`src/rtl/pulse_gen_pkg.sv`:
```
// Shared definitions for the multi-channel load pulse generator:
// per-channel state encoding and counter sizing.
package pulse_gen_pkg;

   typedef enum logic [1:0] {
      ST_IDLE  = 2'b00,
      ST_DELAY = 2'b01,
      ST_PULSE = 2'b10,
      ST_HOLD  = 2'b11
   } state_e;

   // Wide enough to hold the largest reload value; never wraps.
   function automatic int cnt_width(input int dly, input int pw, input int rpt);
      int m;
      m = 1;
      if (dly > m) m = dly;
      if (pw  > m) m = pw;
      if (rpt > m) m = rpt;
      return $clog2(m + 1);
   endfunction

endpackage

```
`src/rtl/pulse_gen_channel.sv`:
```
// One trigger-to-load channel: FSM plus reloadable down-counter, with
// registered load/busy and the combinational next-load term for the OR tree.
module pulse_gen_channel
   import pulse_gen_pkg::*;
#(
   parameter int DELAY         = 1,
   parameter int PULSE_WIDTH   = 1,
   parameter int REPEAT_PERIOD = 0,
   parameter int CW            = 1
) (
   input  logic clock,
   input  logic reset_n,
   input  logic trigger,
   output logic load,
   output logic busy,
   output logic load_next
);

   localparam logic [CW-1:0] DLY_RLD = CW'(DELAY - 1);
   localparam logic [CW-1:0] PW_RLD  = CW'(PULSE_WIDTH - 1);
   localparam logic [CW-1:0] RPT_RLD = CW'(REPEAT_PERIOD > 0 ? REPEAT_PERIOD - 1 : 0);
   localparam logic [CW-1:0] ONE     = CW'(1);

   state_e        state_q, state_d;
   logic [CW-1:0] cnt_q, cnt_d;
   logic          load_q, load_d;
   logic          busy_q, busy_d;

   always_comb begin
      state_d = state_q;
      cnt_d   = cnt_q;
      unique case (state_q)
         ST_IDLE: begin
            if (trigger) begin
               state_d = ST_DELAY;
               cnt_d   = DLY_RLD;
            end
         end
         ST_DELAY: begin
            if (cnt_q == '0) begin
               state_d = ST_PULSE;
               cnt_d   = PW_RLD;
            end else begin
               cnt_d = cnt_q - ONE;
            end
         end
         ST_PULSE: begin
            if (cnt_q != '0) begin
               cnt_d = cnt_q - ONE;
            end else if (!trigger) begin
               state_d = ST_IDLE;
               cnt_d   = '0;
            end else begin
               state_d = ST_HOLD;
               cnt_d   = RPT_RLD;
            end
         end
         ST_HOLD: begin
            // Releasing the trigger is the only way back to IDLE.
            if (!trigger) begin
               state_d = ST_IDLE;
               cnt_d   = '0;
            end else if (REPEAT_PERIOD > 0) begin
               if (cnt_q == '0) begin
                  state_d = ST_PULSE;
                  cnt_d   = PW_RLD;
               end else begin
                  cnt_d = cnt_q - ONE;
               end
            end
         end
         default: begin
            state_d = ST_IDLE;
            cnt_d   = '0;
         end
      endcase
      load_d = (state_d == ST_PULSE);
      busy_d = (state_d != ST_IDLE);
   end

   always_ff @(posedge clock) begin
      if (!reset_n) begin
         state_q <= ST_IDLE;
         cnt_q   <= '0;
         load_q  <= 1'b0;
         busy_q  <= 1'b0;
      end else begin
         state_q <= state_d;
         cnt_q   <= cnt_d;
         load_q  <= load_d;
         busy_q  <= busy_d;
      end
   end

   assign load      = load_q;
   assign busy      = busy_q;
   assign load_next = load_d;

endmodule

```
`src/rtl/pulse_gen_multi.sv`:
```
// Multi-channel load pulse generator: independent channels plus a registered
// any_load built from next-state terms so it lines up with the load bits.
module pulse_gen_multi
   import pulse_gen_pkg::*;
#(
   parameter int CHANNELS      = 4,
   parameter int DELAY         = 1,
   parameter int PULSE_WIDTH   = 1,
   parameter int REPEAT_PERIOD = 0
) (
   input  logic                clock,
   input  logic                reset_n,
   input  logic [CHANNELS-1:0] trigger,
   output logic [CHANNELS-1:0] load,
   output logic [CHANNELS-1:0] busy,
   output logic                any_load
);

   localparam int CW = cnt_width(DELAY, PULSE_WIDTH, REPEAT_PERIOD);

   logic [CHANNELS-1:0] load_next;
   logic                any_load_q, any_load_d;

   for (genvar i = 0; i < CHANNELS; i++) begin : g_ch
      pulse_gen_channel #(
         .DELAY         (DELAY),
         .PULSE_WIDTH   (PULSE_WIDTH),
         .REPEAT_PERIOD (REPEAT_PERIOD),
         .CW            (CW)
      ) u_ch (
         .clock     (clock),
         .reset_n   (reset_n),
         .trigger   (trigger[i]),
         .load      (load[i]),
         .busy      (busy[i]),
         .load_next (load_next[i])
      );
   end

   always_comb begin
      any_load_d = |load_next;
   end

   always_ff @(posedge clock) begin
      if (!reset_n) any_load_q <= 1'b0;
      else          any_load_q <= any_load_d;
   end

   assign any_load = any_load_q;

endmodule

```
`config.mk`:
```
export PLATFORM = sky130hd
export DESIGN_NAME = pulse_gen_multi
export DESIGN_NICKNAME = d
export VERILOG_FILES = /design/src/rtl/pulse_gen_pkg.sv /design/src/rtl/pulse_gen_channel.sv /design/src/rtl/pulse_gen_multi.sv
export SDC_FILE = /design/constraint.sdc
export NUM_CORES = 1
export LEC_CHECK = 0
export CAP_MARGIN = 20
export CORE_MARGIN = 2
export CORE_UTILIZATION = 40
export CTS_CLUSTER_DIAMETER = 150
export CTS_CLUSTER_SIZE = 8
export DETAILED_ROUTE_END_ITERATION = 12
export PLACE_DENSITY_LB_ADDON = 0.25
export SYNTH_ARGS = -nofsm -noshare
export SYNTH_HDL_FRONTEND = slang
export SYNTH_HIERARCHICAL = 1
export SYNTH_SLANG_ARGS = --single-unit
```
`constraint.sdc`:
```
create_clock -name clock -period 1.3 [get_ports clock]
set_clock_uncertainty 0.05 [all_clocks]
set_input_delay 0.13 -clock clock [delete_from_list [all_inputs] [get_ports clock]]
set_output_delay 0.13 -clock clock [all_outputs]
set_load 0.05 [all_outputs]
```
[Word-level counts from Yosys, hierarchy flattened]
Index checks and enable logic that the tools add are counted.
Cells by class
  multiplexer cells: 40
  $add $sub $neg: 4
  eq/ne operators: 24
  reductions and logical operators: 17
Operators by type and width (number)
  2-bit two-way mux: 20
  2-bit one-hot mux with 4 select lines: 4
  2-bit == test (second input constant): 12
  2-bit != test (second input constant): 8
  1-bit two-way mux: 12
  1-bit one-hot mux with 3 select lines: 4
  2-bit by 1-bit == test with 1-bit output (second input constant): 4
  2-bit logical NOT: 4
  2-bit AND reduction: 4
  2-bit nonzero test: 4
  2-bit OR reduction: 4
  4-bit OR reduction: 1
  1-bit subtractor (second input constant): 4
Word-level totals
  bits in registers: 21
  input port bits: 6
  output and inout bits: 9
  logic and storage cells: 102

[Depth between registers and ports, before layout]
  word-level depth: 5
  gate-level depth with buffers: 3

[Modules after synthesis]
The synthesis kept the hierarchy.
Modules (own cells, without submodules)
  pulse_gen_channel: cells each 11, instances 4, area an instance 128.9 sq um
  pulse_gen_multi: cells each 2, instances 1, area an instance 31.3 sq um

[Least setup slack after synthesis]
Ideal clock, no wire load.
  path type: register to register
  from: reg g_ch[1].u_ch.state_q[1]
  to: reg any_load_q, in the netlist any_load
  slack: 281 ps
  cell stages (with the launch flop): 4
  buffers on the path: 0
  data required time: 1125 ps
  data arrival time: 844 ps
  cells stage by stage: dfxtp_1 -> nand2b_4 -> inv_2 -> o41a_1
On the way
  cells in the longest elaborated chain, start to end: 4
  elaborated cells between the ends (all ways): 11
  classes of those cells: eq/ne: 4; mux: 5; reduce/logical: 2
RTL lines
  from (decl): RTL line pulse_gen_channel.sv:24  | state_e state_q, state_d;
  from (signal assigned): RTL line pulse_gen_channel.sv:88  | state_q <= state_d;
  2-bit == test, or another cell as far along: RTL line pulse_gen_channel.sv:32  | unique case (state_q)
  2-bit one-hot mux with 4 select lines (*): RTL line pulse_gen_channel.sv:32
  2-bit == test (*): RTL line pulse_gen_channel.sv:77  | load_d = (state_d == ST_PULSE);
  via load_next[1]: RTL line pulse_gen_multi.sv:21  | logic [CHANNELS-1:0] load_next;
  4-bit OR reduction (*): RTL line pulse_gen_multi.sv:41  | any_load_d = |load_next;
  to (signal assigned): RTL line pulse_gen_multi.sv:46  | else any_load_q <= any_load_d;
  to (decl): RTL line pulse_gen_multi.sv:22  | logic any_load_q, any_load_d;
Mark *: on every way through the listed nets, which the timed path passes. The rest lies on a longest branch.
A chain may end at the register's enable or synchronous reset.

[Final worst setup path]
Ends and elaborated chain as after synthesis.

==> run_summary.xml <==
<?xml version="1.0" encoding="UTF-8"?>
<metrics>
  <group name="floorplan">
    <metric name="floorplan.io_pins" unit="">15</metric>
    <metric name="floorplan.die.width" unit="µm">40.97</metric>
    <metric name="floorplan.initialDensity" unit="%">42.55</metric>
    <metric name="die-area" unit="mm²">0.001679</metric>
    <metric name="core_region_area" unit="mm²">0.001285</metric>
    <metric name="die_height" unit="µm">40.97</metric>
    <metric name="row_count" unit="">13</metric>
  </group>
  <group name="logic_synthesis">
    <metric name="register_bit_total_from_synthesis" unit="">17</metric>
    <metric name="avgSynthCellArea" unit="µm²">11.89</metric>
    <metric name="syn-num-nets" unit="">52</metric>
    <metric name="postSynthCellCount" unit="">46</metric>
    <metric name="synth_seq_area_share" unit="%">62.24</metric>
    <metric name="mappedNetlistArea" unit="µm²">546.8</metric>
    <metric name="synth_largest_area_cell" unit="">sky130_fd_sc_hd__dfxtp_1</metric>
    <metric name="netlist.area_leader.share" unit="%">62.24</metric>
    <metric name="yosys.cell_types.count" unit="">9</metric>
    <metric name="yosys-top-cells-area" unit="">sky130_fd_sc_hd__dfxtp_1 62%, sky130_fd_sc_hd__nand2b_4 10%, sky130_fd_sc_hd__a21boi_0 5.5%</metric>
    <metric name="syn_warnings" unit="">6</metric>
  </group>
  <group name="cts">
    <metric name="clock_tree.buffer_depth" unit="">2</metric>
    <metric name="cts_tree" unit="">built</metric>
    <metric name="clock_slew_seen_by_the_registers_of_the_worst_setup_and_hold_paths" unit="ns">0.09</metric>
    <metric name="numClockSinks" unit="">17</metric>
    <metric name="clk_latency" unit="ns">0.28</metric>
    <metric name="post_cts_resized" unit="">0</metric>
    <metric name="htree_num_levels" unit="">1</metric>
    <metric name="cts_hold_buf" unit="">0</metric>
    <metric name="clk_root_buffer_cell" unit="">sky130_fd_sc_hd__clkbuf_4</metric>
    <metric name="cts_inserted_buffers" unit="">3</metric>
    <metric name="cts_setup_buffers" unit="">0</metric>
  </group>
  <group name="setup_path">
    <metric name="crit_chain" unit="">nand2b_4 -&gt; inv_2 -&gt; o41a_1</metric>
    <metric name="setup.worst_path.end_class" unit="">register</metric>
    <metric name="worst_r2r_path_depth" unit="">3</metric>
    <metric name="critical_path.startpoint" unit="">g_ch[1].u_ch/state_q[1]$_SDFF_PN0_</metric>
    <metric name="crit-reg2reg-launch" unit="">g_ch[1].u_ch/state_q[1]$_SDFF_PN0_</metric>
    <metric name="largest_stage_delay_on_the_critical_path" unit="ns">0.40</metric>
    <metric name="critical_path.max_fanout" unit="">3</metric>
    <metric name="timing.critical_path.from_type" unit="">register</metric>
    <metric name="worstPathArrival" unit="ns">1.20</metric>
    <metric name="timing.critical_path.required" unit="ns">1.42</metric>
    <metric name="setup.reg_to_reg.worst_slack" unit="ns">0.22</metric>
    <metric name="critical_path_class" unit="">register to register</metric>
    <metric name="critPathSlowestCell" unit="">sky130_fd_sc_hd__o41a_1</metric>
    <metric name="crit-reg2reg-capture" unit="">any_load$_SDFF_PN0_</metric>
  </group>
  <group name="route">
    <metric name="route.antenna.remaining_nets" unit="">0</metric>
    <metric name="routed_via_density" unit="">4.544</metric>
    <metric name="detail_route.wl_per_cell" unit="µm">9.203</metric>
    <metric name="drc" unit="">0</metric>
    <metric name="drt_iter0_drc" unit="">2</metric>
    <metric name="first_pass_iters" unit="">2</metric>
    <metric name="route.vias.total" unit="">359</metric>
    <metric name="drt-total-wl" unit="µm">727</metric>
  </group>
  <group name="cells_and_area">
    <metric name="final_cell_count_no_fill" unit="">79</metric>
    <metric name="synthToLayoutAreaGrowth" unit="%">50.34</metric>
    <metric name="post_route_cells_drive_above_1_share" unit="%">31.25</metric>
    <metric name="post-route-util" unit="%">63.97</metric>
    <metric name="design_area" unit="µm²">822.0</metric>
    <metric name="final_nets" unit="">71</metric>
    <metric name="diodes" unit="">0</metric>
    <metric name="fill_cells" unit="">111</metric>
  </group>
  <group name="timing">
    <metric name="post-route-min-period" unit="ns">1.076</metric>
    <metric name="worst_pin_slew" unit="ns">0.4286</metric>
    <metric name="timing_hold_violations_final" unit="">0</metric>
    <metric name="timing.final.max_slew_violations" unit="">0</metric>
    <metric name="achievable-frequency" unit="GHz">0.9296</metric>
    <metric name="layout_worst_path_cycle_share" unit="%">82.75</metric>
    <metric name="max_slew_margin" unit="%">71.34</metric>
    <metric name="timing.setup.tns" unit="ns">0</metric>
    <metric name="setup_violations" unit="">0</metric>
    <metric name="rsz0062_at_grt" unit="">false</metric>
  </group>
  <group name="pwr">
    <metric name="net-switching-power" unit="µW">260.0</metric>
    <metric name="power.switching_fraction" unit="%">25.09</metric>
    <metric name="ir_worst_vdd" unit="mV">0.7472</metric>
    <metric name="power.share.clock" unit="%">25.6</metric>
    <metric name="power.static_leakage" unit="nW">0.3502</metric>
    <metric name="combPwrFrac" unit="%">19.0</metric>
    <metric name="internal-power" unit="µW">776.0</metric>
    <metric name="total_power" unit="mW">1.036</metric>
    <metric name="power_density" unit="mW/mm²">1260</metric>
    <metric name="share_seq_of_total_power" unit="%">55.4</metric>
  </group>
  <group name="run_status">
    <metric name="run_status" unit="">complete, no violations</metric>
  </group>
  <group name="placement">
    <metric name="place.detailed.hpwl" unit="µm">585</metric>
    <metric name="postPlaceCellArea" unit="µm²">795.8</metric>
    <metric name="finalWeightedCongestion" unit="">0.6423</metric>
    <metric name="port-buffer-count" unit="">14</metric>
    <metric name="place_inst" unit="">75</metric>
  </group>
  <group name="global_routing">
    <metric name="pin_count_of_the_biggest_net_entering_global_routing" unit="">18</metric>
    <metric name="grt_pass1_vias" unit="">298</metric>
    <metric name="antenna_found_initial" unit="">0</metric>
    <metric name="overflow" unit="">0</metric>
    <metric name="wire_length_of_the_first_global_routing_pass" unit="mm">1.138</metric>
    <metric name="grtUsageTotal" unit="%">11.25</metric>
  </group>
  <group name="min_path">
    <metric name="hold_class" unit="">input pin to register</metric>
    <metric name="hold_start" unit="">trigger[3]</metric>
    <metric name="worstHoldEndpoint" unit="">g_ch[3].u_ch/state_q[1]$_SDFF_PN0_</metric>
    <metric name="hold_depth" unit="">3</metric>
  </group>
  <group name="job">
    <metric name="max-cap-violations" unit="">0</metric>
  </group>
</metrics>
## state kept, by name, summed over array words and instances, names as in the netlist
signal,flops
g_ch.u_ch/load,4
g_ch.u_ch/state_q,8
g_ch.u_ch/busy,4
any_load,1
## worst max-delay path by stage
| stage | endpoint | cells after the start |
|---|---|---|
| 2_1_floorplan | any_load$_SDFF_PN0_ | 3 |
| 3_3_place_gp | g_ch[1].u_ch/state_q[0]$_SDFF_PN0_ | 2 |
| 3_5_place_dp | g_ch[1].u_ch/state_q[0]$_SDFF_PN0_ | 2 |
| 4_1_cts | any_load$_SDFF_PN0_ | 3 |
| 5_1_grt | any_load$_SDFF_PN0_ | 3 |
| 6_report | any_load$_SDFF_PN0_ | 3 |
## final cells by class
class,count,area [µm²],share of cell area (%)
multi-input combinational,25,191.4,23.29
clock buffer,4,26.28,3.196
sequential,17,340.3,41.40
timing repair buffer,14,230.2,28.01
inverter,4,15.01,1.826
tap,15,18.77,2.283
## kinds of logic (layout without fill, tap and decap cells)
logic type | after synthesis | in the layout | synth area share [%]
DFF | 17 | 17 | 62.24
and+or+nand+nor | 16 | 16 | 21.97
AOI/OAI and AO/OA | 9 | 9 | 13.04
buffers and inverters | 4 | 22 | 2.745
## per-layer routing
| metal | vias to the layer above | part of all wire [%] | track usage, % |
|---|---|---|---|
| met5 | - | 0 | 0 |
| met4 | 0 | 0 | 7.500 |
| met3 | 0 | 6.2 | 4.891 |
| met2 | 11 | 51 | 19.14 |
| met1 | 161 | 42 | 10.81 |
| li1 | 187 | - | - |
## power by group through the flow
stage          registers, mW  clock network (mW)  logic (mW)
2_1_floorplan          0.635                   0      0.0440
3_3_place_gp           0.585                   0       0.197
3_5_place_dp           0.587                   0       0.199
4_1_cts                0.575               0.276       0.199
5_1_grt                0.577               0.303       0.209
6_report               0.574               0.265       0.197
## worst max-delay path: cells and delay by family (launching register included)
family	cells	cell delay (ns)
buffers and inverters	1	0.04
AOI/OAI and AO/OA	1	0.40
DFF	1	0.34
and+or+nand+nor	1	0.13
## synthesized netlist by cell type, drive strengths merged
| cell type | count |
|---|---|
| a21boi | 4 |
| and2 | 4 |
| and3 | 4 |
| dfxtp | 17 |
| inv | 4 |
| nand2 | 4 |
| nand2b | 4 |
| o21a | 4 |
| o41a | 1 |
## layout by cell type, fill, tap and decap left out, drive strengths merged
cell	netlist	routed
a21boi	4	4
and2	4	4
and3	4	4
buf	0	9
clkbuf	0	4
clkdlybuf4s50	0	5
dfxtp	17	17
inv	4	4
nand2	4	4
nand2b	4	4
o21a	4	4
o41a	1	1
## through the flow
step,hold slack [ns],setup WS (ns)
global placement,0.4140,0.09981
finish,0.4038,0.2243
CTS,0.3948,0.2155
global route,0.4174,0.1786
floorplan,0.1975,0.2808
detailed placement,0.4242,0.07838
Power figures use the tool's default switching activity.
